`config.mk`:
```
export PLATFORM = sky130hd
export DESIGN_NAME = seq_pattern_tx_flat
export DESIGN_NICKNAME = d
export VERILOG_FILES = /design/src/rtl/seq_pattern_tx_if.sv /design/src/rtl/seq_pattern_tx.sv /design/src/flat_wrapper.sv
export SDC_FILE = /design/constraint.sdc
export NUM_CORES = 1
export LEC_CHECK = 0
export CORE_ASPECT_RATIO = 0.5
export CORE_MARGIN = 10
export CORE_UTILIZATION = 50
export DETAILED_ROUTE_END_ITERATION = 10
export GPL_TIMING_DRIVEN = 0
export HOLD_SLACK_MARGIN = 0.03
export PLACE_DENSITY = 0.83
export SLEW_MARGIN = 20
export SYNTH_ARGS = -nofsm -noshare
export SYNTH_HDL_FRONTEND = slang
export SYNTH_SLANG_ARGS = --single-unit
```
`constraint.sdc`:
```
create_clock -name clk -period 3.3 [get_ports clk]
set_input_delay 0.66 -clock clk [delete_from_list [all_inputs] [get_ports clk]]
set_output_delay 0.66 -clock clk [all_outputs]
set_load 0.01 [all_outputs]
```
`src/rtl/seq_pattern_tx_if.sv`:
```
// rtl/seq_pattern_tx_if.sv - start/pattern request and serial output bundle for seq_pattern_tx
//
// Purpose: groups the controller-facing request signals and the serial
// output/status signals of the pattern transmitter.
// Signals:
//   start     request to begin a run (controller -> tx)
//   pat_in    PAT_W-bit pattern, captured on accepted start
//   rep       frame count, 0 treated as 1
//   abort     synchronous cancel of an active run
//   x         serial bit, pattern MSB first (tx -> consumer)
//   x_valid   x carries a pattern bit
//   frame_end last bit of a frame is on x
//   busy      run in progress (bits and gaps)
//   done      one-cycle pulse after the final bit
// Modports: master = controller side, slave = transmitter side.

interface seq_pattern_tx_if #(
  parameter int PAT_W = 4
);
  logic             start;
  logic [PAT_W-1:0] pat_in;
  logic [7:0]       rep;
  logic             abort;
  logic             x;
  logic             x_valid;
  logic             frame_end;
  logic             busy;
  logic             done;

  modport master (
    output start, pat_in, rep, abort,
    input  x, x_valid, frame_end, busy, done
  );

  modport slave (
    input  start, pat_in, rep, abort,
    output x, x_valid, frame_end, busy, done
  );
endinterface

```
`src/rtl/seq_pattern_tx.sv`:
```
// rtl/seq_pattern_tx.sv - serial pattern transmitter, MSB first, repeated frames with optional gap
//
// Purpose: on an accepted start, captures a PAT_W-bit pattern and a frame
// count, then shifts the pattern out one bit per clock for the requested
// number of frames, optionally separated by GAP idle cycles.
// Ports:
//   clk  rising-edge clock
//   rst  asynchronous active-low reset
//   bus  seq_pattern_tx_if.slave (start/pat_in/rep/abort in; x/x_valid/
//        frame_end/busy/done out, all registered)

module seq_pattern_tx #(
  parameter int PAT_W = 4,
  parameter int GAP   = 0
) (
  input  logic            clk,
  input  logic            rst,
  seq_pattern_tx_if.slave bus
);

  localparam int BW = (PAT_W > 1) ? $clog2(PAT_W) : 1;
  localparam logic [BW-1:0] LAST_BIT = BW'(PAT_W - 1);
  // Only meaningful when GAP > 0; guarded at the use site.
  localparam logic [3:0] GAP_LOAD = (GAP > 0) ? 4'(GAP - 1) : 4'd0;

  typedef enum logic [1:0] {
    S_IDLE = 2'd0,
    S_SEND = 2'd1,
    S_GAP  = 2'd2
  } state_t;

  state_t           state_q, state_d;
  logic [PAT_W-1:0] pat_q, pat_d;
  logic [PAT_W-1:0] sh_q, sh_d;
  logic [7:0]       frames_q, frames_d;
  logic [BW-1:0]    bitcnt_q, bitcnt_d;
  logic [3:0]       gapcnt_q, gapcnt_d;
  logic             x_q, x_d;
  logic             xv_q, xv_d;
  logic             fe_q, fe_d;
  logic             busy_q, busy_d;
  logic             done_q, done_d;

  always_ff @(posedge clk or negedge rst) begin
    if (!rst) begin
      state_q  <= S_IDLE;
      pat_q    <= '0;
      sh_q     <= '0;
      frames_q <= '0;
      bitcnt_q <= '0;
      gapcnt_q <= '0;
      x_q      <= 1'b0;
      xv_q     <= 1'b0;
      fe_q     <= 1'b0;
      busy_q   <= 1'b0;
      done_q   <= 1'b0;
    end else begin
      state_q  <= state_d;
      pat_q    <= pat_d;
      sh_q     <= sh_d;
      frames_q <= frames_d;
      bitcnt_q <= bitcnt_d;
      gapcnt_q <= gapcnt_d;
      x_q      <= x_d;
      xv_q     <= xv_d;
      fe_q     <= fe_d;
      busy_q   <= busy_d;
      done_q   <= done_d;
    end
  end

  always_comb begin
    state_d  = state_q;
    pat_d    = pat_q;
    sh_d     = sh_q;
    frames_d = frames_q;
    bitcnt_d = bitcnt_q;
    gapcnt_d = gapcnt_q;
    done_d   = 1'b0;

    case (state_q)
      S_IDLE: begin
        // abort wins over start so a stale abort cannot launch a run
        if (bus.start && !bus.abort) begin
          pat_d    = bus.pat_in;
          sh_d     = bus.pat_in;
          frames_d = (bus.rep == 8'd0) ? 8'd1 : bus.rep;
          bitcnt_d = LAST_BIT;
          state_d  = S_SEND;
        end
      end

      S_SEND: begin
        if (bus.abort) begin
          state_d = S_IDLE;
        end else if (bitcnt_q == '0) begin
          if (frames_q > 8'd1) begin
            frames_d = frames_q - 8'd1;
            if (GAP > 0) begin
              gapcnt_d = GAP_LOAD;
              state_d  = S_GAP;
            end else begin
              // reload in place so the next frame follows without a bubble
              sh_d     = pat_q;
              bitcnt_d = LAST_BIT;
            end
          end else begin
            state_d = S_IDLE;
            done_d  = 1'b1;
          end
        end else begin
          sh_d     = sh_q << 1;
          bitcnt_d = bitcnt_q - BW'(1);
        end
      end

      S_GAP: begin
        if (bus.abort) begin
          state_d = S_IDLE;
        end else if (gapcnt_q == 4'd0) begin
          sh_d     = pat_q;
          bitcnt_d = LAST_BIT;
          state_d  = S_SEND;
        end else begin
          gapcnt_d = gapcnt_q - 4'd1;
        end
      end

      default: state_d = S_IDLE;
    endcase

    // Outputs are registered from the next state so they line up with it.
    xv_d   = (state_d == S_SEND);
    x_d    = xv_d & sh_d[PAT_W-1];
    fe_d   = xv_d & (bitcnt_d == '0);
    busy_d = (state_d != S_IDLE);
  end

  assign bus.x         = x_q;
  assign bus.x_valid   = xv_q;
  assign bus.frame_end = fe_q;
  assign bus.busy      = busy_q;
  assign bus.done      = done_q;

endmodule

```
`src/flat_wrapper.sv`:
```
// flat-port wrapper written by rule: the top's interface ports become plain ports
module seq_pattern_tx_flat 
#(
  parameter int PAT_W = 4,
  parameter int GAP   = 0
)
  (clk, rst, bus_start, bus_pat_in, bus_rep, bus_abort, bus_x, bus_x_valid, bus_frame_end, bus_busy, bus_done);
  seq_pattern_tx_if #(.PAT_W(PAT_W)) bus_i ();
  input  logic clk;
  input  logic rst;
  input wire logic [$bits(bus_i.start)-1:0] bus_start;
  input wire logic [$bits(bus_i.pat_in)-1:0] bus_pat_in;
  input wire logic [$bits(bus_i.rep)-1:0] bus_rep;
  input wire logic [$bits(bus_i.abort)-1:0] bus_abort;
  output wire logic [$bits(bus_i.x)-1:0] bus_x;
  output wire logic [$bits(bus_i.x_valid)-1:0] bus_x_valid;
  output wire logic [$bits(bus_i.frame_end)-1:0] bus_frame_end;
  output wire logic [$bits(bus_i.busy)-1:0] bus_busy;
  output wire logic [$bits(bus_i.done)-1:0] bus_done;
  assign bus_i.start = bus_start;
  assign bus_i.pat_in = bus_pat_in;
  assign bus_i.rep = bus_rep;
  assign bus_i.abort = bus_abort;
  assign bus_x = bus_i.x;
  assign bus_x_valid = bus_i.x_valid;
  assign bus_frame_end = bus_i.frame_end;
  assign bus_busy = bus_i.busy;
  assign bus_done = bus_i.done;
  seq_pattern_tx #(.PAT_W(PAT_W), .GAP(GAP)) u_core (.clk(clk), .rst(rst), .bus(bus_i));
endmodule
```
==> results.cfg <==
[status]
outcome = finished clean

[global_routing]
antenna_found_initial = 0
grt_max_degree = 29
track_usage_pct = 12.3
grt_pass1_vias = 1249
grt_first_pass_wirelength_mm = 5.91
grt_overflow = 0

[sta]
tns_ns = 0
period_minus_slack_ns = 2.15
max_freq_mhz = 465
rsz0062_at_grt = no
finalSetupViolations = 0
finalCritPeriodShare_pct = 65.2
maxSlewViolCount = 0
skew_ns = 0.00215
maxSlewHeadroom_pct = 58.1
worst_pin_slew_ns = 0.629
hold_viol_final = 0

[clock_network]
cts.htree.levels = 1
ctsHoldBuffers = 0
cts.sinks = 28
cts_resized = 0
clkTransAtPathRegs_ns = 0.10
cts_setup_buffers = 0
clkLatencyLatePin_ns = 0.27
cts_tree = done
cts_made_buffers = 3
cts_max_path_buffers = 2
cts-root-buf = clkbuf_8

[synthesis]
yosysTopAreaCellShare_pct = 47.5
ys_ff_latch = 28
synth_area_um2 = 1480
synth_area_leaders = dfrtp_1, nand2_1, o221ai_1
yosys.area.top_type = dfrtp_1
synthesis.nets = 167
syn_inst = 148
synth_seq_area_share_pct = 47.5
synth_warnings = 0
synth-edff-count = 0
synthFlopType = dfrtp_1
async_flop_share_pct = 100
yosysUniqueCellTypes = 45
avgSynthCellArea_um2 = 9.97

[routing]
wl_mm = 3.51
drt-wirelength-per-cell_um = 16.8
first_pass_iters = 4
avgViaCountPerCell = 5.90
vias = 1234
ant_nets = 0
drt_iter0_drc = 107
drc_errors = 0

[placed_design]
hpwlAfterDp_mm = 2.47
place.gp.congestion = 0.880
placement.io_buffers = 20

[critical_path]
cp_data_required_time_ns = 3.47
slowest_delay_ns = 0.47
crit_chain = clkdlybuf4s50_1 > or3b_1 > buf_6 > a41oi_2 > nor3_2 > a221o_1
crit_buf_inv = 2
critPathTopFamily = buffers and inverters
arrival_ns = 2.32
cpMaxStageDelayCell = clkdlybuf4s50_1
path_class = in -> reg
cp-end-kind = flip-flop
cp-start-kind = input pin
cp_max_fo = 6

[die]
ioPinCount = 21
core_um2 = 2700
die_area_um2 = 5650
rows = 13
dieHeight_um = 58.4
start_util_pct = 54.6
die_width_um = 96.8

[power]
finalPower_w = 0.00104
ir_worst_vdd_v = 0.000275
p_leak_nw = 0.799
power.density_nw_per_um2 = 584

[final_layout]
final_cell_mix = dfrtp_1, nand2_1, clkdlybuf4s50_1
syn2layout_area_growth_pct = 21.2
drive_gt1_share_pct = 11.6
fin_nets = 192
n_antenna_cell = 0
final_common_cell = dfrtp_1

[run]
max-cap-violations = 0

[min_path]
hold_class = in -> async
-- per-stage QoR --
step	hold WS, ns	util [%]	setup slack (ns)	std cells	instance area [um2]
detailed placement	0.467	63.6	0.853	205	1720
CTS	0.409	66.2	1.15	209	1790
finish	0.390	66.2	1.15	209	1790
global placement	0.460	63.8	0.908	205	1720
global route	0.436	66.2	1.10	209	1790
floorplan	0.364	-	1.44	148	1480
-- cells by family (layout without fill, tap and decap cells) --
kind of cell | Yosys count | after routing | share of synthesized area (%)
simple gates | 66 | 66 | 25.2
fa+ha+maj | 3 | 3 | 2.54
buf+inv | 13 | 37 | 3.90
xor+xnor | 3 | 3 | 1.78
mux | 1 | 1 | 0.679
compound gates | 34 | 34 | 18.4
flops | 28 | 28 | 47.5
-- metal layers --
| metal | part of all wire, % | global-route usage [%] |
|---|---|---|
| met1 | 46 | 15.1 |
| met5 | 0 | 0 |
| met4 | 0.77 | 3.34 |
| met2 | 48 | 21.1 |
| met3 | 5.5 | 3.26 |
-- cell usage after synthesis, drive strengths merged, types with 3 or more instances --
| library cell | number |
|---|---|
| dfrtp | 28 |
| nand2 | 20 |
| nor2 | 10 |
| a21oi | 9 |
| inv | 8 |
| nand3 | 8 |
| nor3 | 7 |
| o221ai | 5 |
| a21o | 3 |
| a221o | 3 |
| a22o | 3 |
| clkbuf | 3 |
| ha | 3 |
| nand3b | 3 |
| nor3b | 3 |
| nor4 | 3 |
| o211ai | 3 |
-- final timing paths --
check / from / endpoint / slack (ns) / depth (start not counted)
min: rst / u_core.gapcnt_q[1]$_DFFE_PN0P_ / 0.39 / 1
min reg2reg: u_core.pat_q[3]$_DFFE_PN0P_ / u_core.bus.x$_DFF_PN0_ / 0.49 / 1
min in group clk: u_core.pat_q[3]$_DFFE_PN0P_ / u_core.bus.x$_DFF_PN0_ / 0.49 / 1
max: bus_abort / u_core.sh_q[1]$_DFFE_PN0P_ / 1.15 / 6
max reg2reg: u_core.frames_q[0]$_DFFE_PN0P_ / u_core.frames_q[5]$_DFFE_PN0P_ / 1.33 / 6
max in group asynchronous: rst / u_core.sh_q[0]$_DFFE_PN0P_ / 2.50 / 1
-- power breakdown --
| part | internal (W) | switching [W] |
|---|---|---|
| Sequential | 0.000418 | 0.0000838 |
| Clock | 0.000162 | 0.000110 |
| Combinational | 0.000127 | 0.000143 |
| Total | 0.000707 | 0.000337 |
-- cell type report --
type	instances	area, um2
Clock inverter	1	30.0
Inverter	8	30.0
Fill cell	210	912
Timing Repair Buffer	20	195
Buffer	5	27.5
Multi-Input combinational cell	107	717
Sequential cell	28	701
Tap cell	37	46.3
Clock buffer	3	41.3
-- registers in the layout (all words and copies together) (netlist names) --
register / flops
u_core.pat_q: 4
u_core.gapcnt_q: 4
u_core.bus.done: 1
u_core.bitcnt_q: 2
u_core.bus.x_valid: 1
u_core.bus.busy: 1
u_core.sh_q: 3
u_core.state_q: 2
u_core.bus.frame_end: 1
u_core.frames_q: 8
u_core.bus.x: 1
No activity file was read; power rests on OpenSTA's default activity.
